### config.mk
export PLATFORM = sky130hd
export DESIGN_NAME = pid_hit_buffer_flat
export DESIGN_NICKNAME = d
export VERILOG_FILES = /design/src/rtl/pid_hit_buffer_if.sv /design/src/rtl/pid_hit_buffer.sv /design/src/flat_wrapper.sv
export SDC_FILE = /design/constraint.sdc
export NUM_CORES = 1
export LEC_CHECK = 0
export ABC_AREA = 1
export CAP_MARGIN = 0
export CORE_AREA = 2 2 291 293
export CTS_CLUSTER_SIZE = 24
export DETAILED_ROUTE_END_ITERATION = 10
export DIE_AREA = 0 0 293 295
export PLACE_DENSITY = 0.5
export SYNTH_ARGS = -nofsm -noshare
export SYNTH_HDL_FRONTEND = slang
export SYNTH_SLANG_ARGS = --single-unit
### constraint.sdc
create_clock -name clk -period 5.5 [get_ports clk]
set_input_delay 1.1 -clock clk [delete_from_list [all_inputs] [get_ports clk]]
set_output_delay 1.1 -clock clk [all_outputs]
set_load 0.03 [all_outputs]
### src/rtl/pid_hit_buffer_if.sv
`default_nettype none
//------------------------------------------------------------------------------
// Module      : pid_hit_buffer_if
// Description : Local-bus bundle between the readout master and the
//               per-channel hit buffer (address, write data, strobes, read data).
// Revision    : 1.0  initial release
//------------------------------------------------------------------------------
interface pid_hit_buffer_if;
   logic [7:0]  Address;
   logic [31:0] DataIn;
   logic        Read;
   logic        Write;
   logic [31:0] DataOut;

   // Readout / slow-control side drives the access, receives read data
   modport master (
      output Address,
      output DataIn,
      output Read,
      output Write,
      input  DataOut
   );

   // Hit buffer side decodes the access, returns read data
   modport slave (
      input  Address,
      input  DataIn,
      input  Read,
      input  Write,
      output DataOut
   );
endinterface
`default_nettype wire

### src/rtl/pid_hit_buffer.sv
`default_nettype none
//------------------------------------------------------------------------------
// Module      : pid_hit_buffer
// Description : Stamps non-empty leading-edge patterns with a free-running
//               coarse counter, packs them with PID flags into 32-bit hit
//               words and queues them in a 16-deep FIFO drained over the
//               local bus. Tracks dropped words and exposes status/control.
// Revision    : 1.0  initial release
//------------------------------------------------------------------------------
module pid_hit_buffer #(
   parameter logic [7:0] BASE = 8'hE0
) (
   input  wire logic        clk,
   input  wire logic        rst,
   input  wire logic [31:0] Result,
   input  wire logic        Electron,
   input  wire logic        Muon,
   input  wire logic        Pion,
   pid_hit_buffer_if.slave  bus,
   output logic             Empty,
   output logic             Full
);

   localparam logic [7:0] c_ADDR_FIFO = BASE;
   localparam logic [7:0] c_ADDR_STAT = BASE + 8'd1;
   localparam logic [7:0] c_ADDR_CTRL = BASE + 8'd2;
   localparam logic [4:0] c_DEPTH     = 5'd16;

   // Timestamp and stage-1 pipeline
   logic [15:0] coarse_q;
   logic [31:0] r1_q;
   logic [15:0] stamp_q;
   logic        v1_q;

   // Control register
   logic        en_q;
   logic        pid_only_q;

   // Loss bookkeeping
   logic        lost_q, lost_d;
   logic [15:0] drops_q, drops_d;

   // FIFO state
   logic [31:0] mem_q [16];
   logic [3:0]  wr_ptr_q, wr_ptr_d;
   logic [3:0]  rd_ptr_q, rd_ptr_d;
   logic [4:0]  count_q, count_d;

   // Bus decode and FIFO handshake
   logic        rd_fifo, wr_stat, wr_ctrl;
   logic        flush, clr;
   logic        pop, push_req, accept, drop;

   // Hit word fields
   logic [4:0]  first_idx;
   logic [5:0]  popcnt;
   logic        found;
   logic [31:0] hit_word;

   // Only the two command bits of DataIn matter beyond CTRL
   logic        unused_din;
   assign unused_din = &{1'b0, bus.DataIn[31:2]};

   assign rd_fifo = bus.Read  && (bus.Address == c_ADDR_FIFO);
   assign wr_stat = bus.Write && (bus.Address == c_ADDR_STAT);
   assign wr_ctrl = bus.Write && (bus.Address == c_ADDR_CTRL);
   assign flush   = wr_stat && bus.DataIn[0];
   assign clr     = wr_stat && bus.DataIn[1];

   assign Empty   = (count_q == 5'd0);
   assign Full    = (count_q == c_DEPTH);

   // A read on an empty FIFO returns 0 and must not move the read pointer
   assign pop      = rd_fifo && !Empty;
   assign push_req = v1_q && !(pid_only_q && !(Electron || Muon || Pion));
   // A pop in the same clk frees the slot the push needs; flush discards the push
   assign accept   = push_req && !flush && (!Full || pop);
   assign drop     = push_req && !flush &&  Full && !pop;

   // Lowest set slice index and number of set slices of the stage-1 pattern
   always_comb begin
      first_idx = 5'd0;
      popcnt    = 6'd0;
      found     = 1'b0;
      for (int i = 0; i < 32; i++) begin
         if (r1_q[i] && !found) begin
            first_idx = 5'(i);
            found     = 1'b1;
         end
         popcnt = popcnt + 6'(r1_q[i]);
      end
   end

   assign hit_word = {stamp_q, first_idx, popcnt, Electron, Muon, Pion, lost_q, 1'b1};

   // Coarse counter and stage-1 capture of the pattern
   always_ff @(posedge clk or posedge rst) begin
      if (rst) begin
         coarse_q <= 16'd0;
         r1_q     <= 32'd0;
         stamp_q  <= 16'd0;
         v1_q     <= 1'b0;
      end else begin
         coarse_q <= coarse_q + 16'd1;
         r1_q     <= Result;
         stamp_q  <= coarse_q;
         v1_q     <= (Result != 32'd0) && en_q;
      end
   end

   // Next-state for pointers, occupancy and loss tracking
   always_comb begin
      wr_ptr_d = wr_ptr_q;
      rd_ptr_d = rd_ptr_q;
      count_d  = count_q;
      lost_d   = lost_q;
      drops_d  = drops_q;

      if (flush) begin
         wr_ptr_d = 4'd0;
         rd_ptr_d = 4'd0;
         count_d  = 5'd0;
      end else begin
         wr_ptr_d = wr_ptr_q + 4'(accept);
         rd_ptr_d = rd_ptr_q + 4'(pop);
         count_d  = count_q + 5'(accept) - 5'(pop);
      end

      if (clr) begin
         lost_d  = 1'b0;
         drops_d = 16'd0;
      end else if (drop) begin
         lost_d  = 1'b1;
         if (drops_q != 16'hFFFF) begin
            drops_d = drops_q + 16'd1;
         end
      end else if (accept) begin
         // The accepted word already carries the pending loss flag
         lost_d  = 1'b0;
      end
   end

   // FIFO and loss state registers
   always_ff @(posedge clk or posedge rst) begin
      if (rst) begin
         wr_ptr_q <= 4'd0;
         rd_ptr_q <= 4'd0;
         count_q  <= 5'd0;
         lost_q   <= 1'b0;
         drops_q  <= 16'd0;
      end else begin
         wr_ptr_q <= wr_ptr_d;
         rd_ptr_q <= rd_ptr_d;
         count_q  <= count_d;
         lost_q   <= lost_d;
         drops_q  <= drops_d;
      end
   end

   // Storage array; contents are meaningless until a pointer covers them
   always_ff @(posedge clk) begin
      if (accept) begin
         mem_q[wr_ptr_q] <= hit_word;
      end
   end

   // Control register writes
   always_ff @(posedge clk or posedge rst) begin
      if (rst) begin
         en_q       <= 1'b1;
         pid_only_q <= 1'b0;
      end else if (wr_ctrl) begin
         en_q       <= bus.DataIn[0];
         pid_only_q <= bus.DataIn[1];
      end
   end

   // Read mux; zero when not addressed so several blocks can be OR-merged
   always_comb begin
      bus.DataOut = 32'd0;
      if (bus.Read) begin
         case (bus.Address)
            c_ADDR_FIFO: bus.DataOut = Empty ? 32'd0 : mem_q[rd_ptr_q];
            c_ADDR_STAT: bus.DataOut = {drops_q, 6'd0, Full, Empty, 3'd0, count_q};
            c_ADDR_CTRL: bus.DataOut = {30'd0, pid_only_q, en_q};
            default:     bus.DataOut = 32'd0;
         endcase
      end
   end

endmodule
`default_nettype wire
### src/flat_wrapper.sv
// flat-port wrapper written by rule: the top's interface ports become plain ports
module pid_hit_buffer_flat 
#(
   parameter logic [7:0] BASE = 8'hE0
)
  (clk, rst, Result, Electron, Muon, Pion, Empty, Full, bus_Address, bus_DataIn, bus_Read, bus_Write, bus_DataOut);
  pid_hit_buffer_if bus_i ();
  input  wire logic clk;
  input  wire logic rst;
  input  wire logic [31:0] Result;
  input  wire logic Electron;
  input  wire logic Muon;
  input  wire logic Pion;
  output logic Empty;
  output logic Full;
  input wire logic [$bits(bus_i.Address)-1:0] bus_Address;
  input wire logic [$bits(bus_i.DataIn)-1:0] bus_DataIn;
  input wire logic [$bits(bus_i.Read)-1:0] bus_Read;
  input wire logic [$bits(bus_i.Write)-1:0] bus_Write;
  output wire logic [$bits(bus_i.DataOut)-1:0] bus_DataOut;
  assign bus_i.Address = bus_Address;
  assign bus_i.DataIn = bus_DataIn;
  assign bus_i.Read = bus_Read;
  assign bus_i.Write = bus_Write;
  assign bus_DataOut = bus_i.DataOut;
  pid_hit_buffer #(.BASE(BASE)) u_core (.clk(clk), .rst(rst), .Result(Result), .Electron(Electron), .Muon(Muon), .Pion(Pion), .bus(bus_i), .Empty(Empty), .Full(Full));
endmodule
==> flow_summary.ini, run 1 <==
[finish]
nNetsFinal = 2288
diodes = 0
area_delta_synth_final_pct = 18.5
drive_gt1_share_pct = 10.0
utilization_pct = 35.4

[timing]
layout_worst_path_cycle_share_pct = 95.6
slew_headroom_pct = 35.3
slew_violations = 0
worst-slew-pin-transition_ns = 0.971
holdWs_ns = 0.382
max_freq_mhz = 190
rsz0062_at_grt = false
clock_skew_ns = 0.0301
post-route-min-period_ns = 5.26
finalSetupViolations = 0
hold_viol = 0

[worst_setup_path]
cp-startpoint = u_core.r1_q[0]
slowest_stage = fa_1
path_buf_inv = 4
worst-path-max-fanout = 16
cp.arrival_ns = 5.64
rr_endpoint = u_core.mem_q[5][8]
r2r_start = u_core.r1_q[0]
crit_type = flip-flop to flip-flop
ff2ff_path_depth = 17
crit_family = adder cells
endpoint_kind = flip-flop
r2r_slack_ns = 0.24
critPathLaunchType = flip-flop
path_cells = inv_1 -> ha_1 -> inv_1 -> fa_1 -> fa_1 -> fa_1 -> fa_1 -> fa_1 -> fa_1 -> inv_1 -> fa_1 -> fa_2 -> a21oi_2 -> nor2_1 -> nor2_1 -> xnor2_1 -> buf_12
cp_common_cell = fa_1
cp_data_required_time_ns = 5.88
critPathMaxStageDelay_ns = 0.51

[die]
fp.dieW_um = 293
core-area_sq_um = 83200
fp.dieArea_sq_um = 86400
rows = 106
fp.dieH_um = 295
boundaryPins = 113
initial_core_util_pct = 29.8

[place]
port_buffers = 82
dpl.hpwl_um = 38400
routabilityCongestion = 0.811

[power_and_ir_drop]
clkPwrFrac_pct = 31.5
vdd_drop_max_uv = 526
p_per_area_nw_per_um2 = 406
sw_frac_of_total_pct = 27.7
intPower_mw = 8.63
switching_power_mw = 3.31
pwr-share-seq_pct = 49.4
finalPower_mw = 11.9
leakage_nw = 11.0
power_frac_comb_pct = 19.1

[cts]
clk_latency_ns = 0.64
htreeDepth = 2
hold_buffers = 0
clock_sinks = 593
cts_made_buffers = 56
cts_tree = done
clockBufferDepth = 3
cts_root_buffer = clkbuf_16
clk_pin_slew_ns = 0.06

[global_route]
antenna_found_initial = 1
grt.total_usage_pct = 15.4
grt-ovfl-total = 0
grt_max_degree = 134
grt_pass1_wl_um = 101000
grt_pass1_vias = 16300

[worst_hold_path]
worstHoldStart = u_core.coarse_q[8]
hold_path_end = u_core.stamp_q[8]
worstHoldPathCells = 0
hp-class = flip-flop to flip-flop

[logic_synthesis]
synth-edff-count = 496
yosysSeqAreaShare_pct = 69.8
synth.top_cell.area_share_pct = 60.0
synth_area_sq_um = 24800
ys_warn_count = 0
syn_inst = 2058
synth_cell_types = 44
ys_ff_latch = 593
ys_top_cells_by_area = edfxtp_1, dfrtp_1, nand2_1
yosys.area.top_type = edfxtp_1
synth_nets = 2184
synthFlopType = edfxtp_1
syn_avg_cell_area_sq_um = 12.1
ys_async_sr_fraction_pct = 16.4

[detailed_routing]
firstDrtPassIters = 5
drt_iter0_markers = 1075
vias_per_cell = 4.93
wl_um = 66700
drc = 0
vias = 16200
routedWlPerCell_um = 20.3
antenna_left = 0

[run_status]
status = finished clean

[run]
max_cap_viol_count = 0
-- cell type report --
class	instances	area, sq um
Inverter	129	494
Sequential cell	593	17300
Tap cell	1080	1350
Fill cell	7988	53800
Timing Repair Buffer	154	1710
Clock inverter	22	186
Clock buffer	82	1590
Multi-Input combinational cell	1228	6740
-- power groups by stage --
stage / registers, mW / logic [mW] / clock network (mW)
2_1_floorplan: 5.97 / 1.33 / 0
3_3_place_gp: 5.89 / 2.01 / 0
3_5_place_dp: 5.87 / 2.04 / 0
4_1_cts: 5.90 / 2.22 / 3.85
5_1_grt: 5.91 / 2.53 / 4.01
6_report: 5.90 / 2.28 / 3.76
-- synthesized netlist by cell type (2+ instances only) --
master,instances
xor2_1,12
clkbuf_1,102
nand3b_1,2
dfrtp_1,96
nand3_2,4
nor2_2,4
o21ai_0,146
or3_1,3
a221oi_1,42
o22ai_1,68
inv_1,126
nand2_2,2
xnor2_1,10
clkinv_1,2
and3_1,5
nor2_4,6
nand4_1,19
nor2_1,208
nor3_1,37
nor4_1,11
edfxtp_1,496
buf_1,6
a211oi_1,2
a21oi_1,137
nand4_2,2
fa_1,25
ha_1,22
o21a_1,19
nand2_1,306
nand3_1,114
a31oi_1,11
-- what timing repair did --
item	CTS	global route
pin swaps	0	1
resized for setup	2	2
setup buffers	0	1
setup endpoints to repair	32	32
-- worst max path at each step --
stage,to,slack [ns],cells past startpoint
global placement,u_core.mem_q[15][6],-0.08,13
floorplan,u_core.mem_q[0][8],0.24,16
global route,u_core.mem_q[12][7],0.03,15
detailed placement,u_core.mem_q[11][6],-0.15,13
finish,u_core.mem_q[5][8],0.24,17
CTS,u_core.mem_q[7][8],0.09,17
-- routing by layer --
metal	wire length, um	global-route usage (%)	vias up
li1	-	-	7592
met1	29600	20.3	8153
met2	32500	26.1	396
met3	3260	2.67	83
met4	1260	4.07	2
met5	12	0	-
-- cell families after synthesis --
family	count (synthesis)	share of synthesized area, %
simple gates	726	12.6
buf+inv	237	3.59
flops	593	69.8
fa+ha+maj	47	3.13
xor+xnor	22	0.777
compound gates	433	10.1
-- sequential cells by signal, summed over array words and instances, names as in the netlist --
signal,count
u_core.coarse_q,16
u_core.count_q,5
u_core.drops_q,16
u_core.en_q,1
u_core.lost_q,1
u_core.mem_q,496
u_core.pid_only_q,1
u_core.r1_q,32
u_core.rd_ptr_q,4
u_core.stamp_q,16
u_core.v1_q,1
u_core.wr_ptr_q,4
-- cell usage in the layout (no fill, tap or decap), types with 10 or more instances in the layout --
cell             instances
nand4_1                 19
dfrtp_1                 93
clkbuf_16               57
clkdlybuf4s50_1         62
nand3_1                114
xnor2_1                 10
a221oi_1                42
edfxtp_1               496
fa_1                    24
a31oi_1                 11
clkinv_2                10
ha_1                    22
nand2_1                306
o22ai_1                 68
nor3_1                  37
nor4_1                  11
o21a_1                  19
nor2_1                 192
inv_1                  123
nor2_4                  22
buf_12                  32
xor2_1                  10
o21ai_0                146
clkbuf_1                17
buf_4                   60
a21oi_1                136
-- metrics by stage --
step	cells	cell area [sq um]	setup slack (ns)	setup TNS, ns
6_report	3288	29400	0.244	0
5_1_grt	3288	29400	0.0293	0
4_1_cts	3287	29400	0.0930	0
3_5_place_dp	3183	27600	-0.155	-3.31
3_3_place_gp	3183	27600	-0.0764	-1.22
2_1_floorplan	2058	24800	0.239	0
(Power assumes the default switching activity.)
==> run 2: changes to the inputs <==
--- a/config.mk
+++ b/config.mk
@@ -8,7 +8,6 @@
 export ABC_AREA = 1
 export CAP_MARGIN = 0
 export CORE_AREA = 2 2 291 293
-export CTS_CLUSTER_SIZE = 24
 export DETAILED_ROUTE_END_ITERATION = 10
 export DIE_AREA = 0 0 293 295
 export PLACE_DENSITY = 0.5
==> results of run 2 <==
Same layout as run 1: the final DEF is identical, and so are final timing and power.
==> run 3: changes to the inputs <==
--- a/config.mk
+++ b/config.mk
@@ -7,10 +7,11 @@
 export LEC_CHECK = 0
 export ABC_AREA = 1
 export CAP_MARGIN = 0
-export CORE_AREA = 2 2 291 293
+export CORE_AREA = 2 2 270 272
 export DETAILED_ROUTE_END_ITERATION = 10
-export DIE_AREA = 0 0 293 295
-export PLACE_DENSITY = 0.5
+export DIE_AREA = 0 0 272 274
+export PLACE_DENSITY = 0.55
+export SETUP_SLACK_MARGIN = 0.05
 export SYNTH_ARGS = -nofsm -noshare
 export SYNTH_HDL_FRONTEND = slang
 export SYNTH_SLANG_ARGS = --single-unit
==> run 3 against run 2 <==
Compared with the run above: register-to-register slack worse by 0.06 ns; critical path depth is 4 lower; core utilization is 5.3 points higher; via count is 1.5% higher; first-iteration DRC count is 3.8% higher; die area is 14% lower; largest power group unchanged; critical path type unchanged; clock skew is 0.0064 ns lower; sequential share of layout area is 0.26 points higher; maximum frequency is 1.1% lower; cell area is 0.45% lower; non-clock buffer count is 3 higher.
==> flow_summary.ini, run 3 (synthesis results as in run 1) <==
[run_status]
status = finished clean

[worst_hold_path]
worstHoldPathCells = 0
hp-class = flip-flop to flip-flop

[detailed_routing]
wl_um = 64900
firstDrtPassIters = 7
antenna_left = 0
routedWlPerCell_um = 20.5
drt_iter0_markers = 1116
vias_per_cell = 5.20
vias = 16500
drc = 0

[power_and_ir_drop]
finalPower_mw = 11.9
p_per_area_nw_per_um2 = 406
leakage_nw = 11.0
vdd_drop_max_uv = 559

[timing]
holdWs_ns = 0.395
max_freq_mhz = 188
worst-slew-pin-transition_ns = 1.03
rsz0062_at_grt = true
layout_worst_path_cycle_share_pct = 96.6
hold_viol = 0
clock_skew_ns = 0.0236
timing.final.ws_setup_ns = 0.186
setup_tns_ns = 0
finalSetupViolations = 0
post-route-min-period_ns = 5.31
slew_headroom_pct = 31.3
slew_violations = 0

[finish]
nNetsFinal = 2290
layout_commonest_cell = edfxtp_1
reg.largest.list = u_core.mem_q (496), u_core.r1_q (32)
largest_reg_flops = 496
final_cell_mix = edfxtp_1, nand2_1, nor2_1, o21ai_0, a21oi_1
area_delta_synth_final_pct = 18.0
final.fill_count = 6646
largest-register = u_core.mem_q
diodes = 0
stdcell_area_sq_um = 29300
drive_gt1_share_pct = 10.1

[worst_setup_path]
crit_cells = 13
slowest_stage = xor2_2
critPathMaxStageDelay_ns = 0.59
ff2ff_path_depth = 13
crit_type = flip-flop to flip-flop
cp_common_cell = fa_1
worst-path-max-fanout = 16
cp_data_required_time_ns = 5.80
cp.arrival_ns = 5.62
path_buf_inv = 3
path_cells = inv_1 -> ha_1 -> inv_1 -> fa_1 -> fa_1 -> fa_1 -> fa_1 -> fa_1 -> fa_1 -> inv_1 -> fa_2 -> fa_2 -> xor2_2
endpoint_kind = flip-flop
critPathLaunchType = flip-flop
crit_family = adder cells

[place]
dp_slack_ns = -0.305
routabilityCongestion = 0.830
post_dp_cell_area_sq_um = 27500
dpl.hpwl_um = 37500
port_buffers = 82

[cts]
hold_buffers = 0
htreeDepth = 2
clk_pin_slew_ns = 0.06
post_cts_resized = 2
clock_sinks = 593
clk_latency_ns = 0.62
cts_root_buffer = clkbuf_16
cts_made_buffers = 55
cts_tree = done
cts_setup_buffers = 0
clockBufferDepth = 3

[die]
rows = 99
initial_core_util_pct = 34.5
boundaryPins = 113
fp.dieArea_sq_um = 74500
fp.dieW_um = 272
fp.dieH_um = 274
core-area_sq_um = 72000

[run]
max_cap_viol_count = 0

[global_route]
grt_pass1_wl_um = 97900
antenna_found_initial = 0
grt_pass1_vias = 16100
grt-ovfl-total = 0
grt.total_usage_pct = 17.3
grt_max_degree = 153
run 3: area by class of cell:
cell class / count / area (sq um) / share of cell area, %
inverter: 129 / 494 / 1.69
timing repair buffer: 157 / 1760 / 6.01
clock inverter: 19 / 123 / 0.419
sequential: 593 / 17300 / 59.2
multi-input combinational: 1228 / 6760 / 23.1
tap: 959 / 1200 / 4.10
clock buffer: 83 / 1600 / 5.48
run 3: final timing paths:
check                                    startpoint  slack (ns)                  to
worst max-delay path                 u_core.r1_q[0]        0.19  u_core.mem_q[9][6]
worst min-delay path            u_core.coarse_q[12]        0.40  u_core.stamp_q[12]
worst max register to register       u_core.r1_q[0]        0.19  u_core.mem_q[9][6]
worst min register to register  u_core.coarse_q[12]        0.40  u_core.stamp_q[12]
max in group asynchronous                       rst        3.50      u_core.r1_q[3]
min in group asynchronous                       rst        1.04   u_core.drops_q[8]
run 3: per-stage QoR:
stage,std cells,utilization [%]
4_1_cts,3168,40.6
5_1_grt,3168,40.7
2_1_floorplan,2058,-
3_5_place_dp,3066,38.2
6_report,3168,40.7
3_3_place_gp,3066,38.2
run 3: layer usage:
metal	global-route usage, %	routed length [um]
met3	2.89	3860
met2	28.5	30900
met5	0	0
met1	23.4	28400
met4	5.39	1690
run 3: power breakdown:
| part | internal [mW] | switching (mW) |
|---|---|---|
| Sequential | 5.82 | 0.0768 |
| Clock | 2.05 | 1.60 |
| Combinational | 0.723 | 1.60 |
| Total | 8.60 | 3.28 |
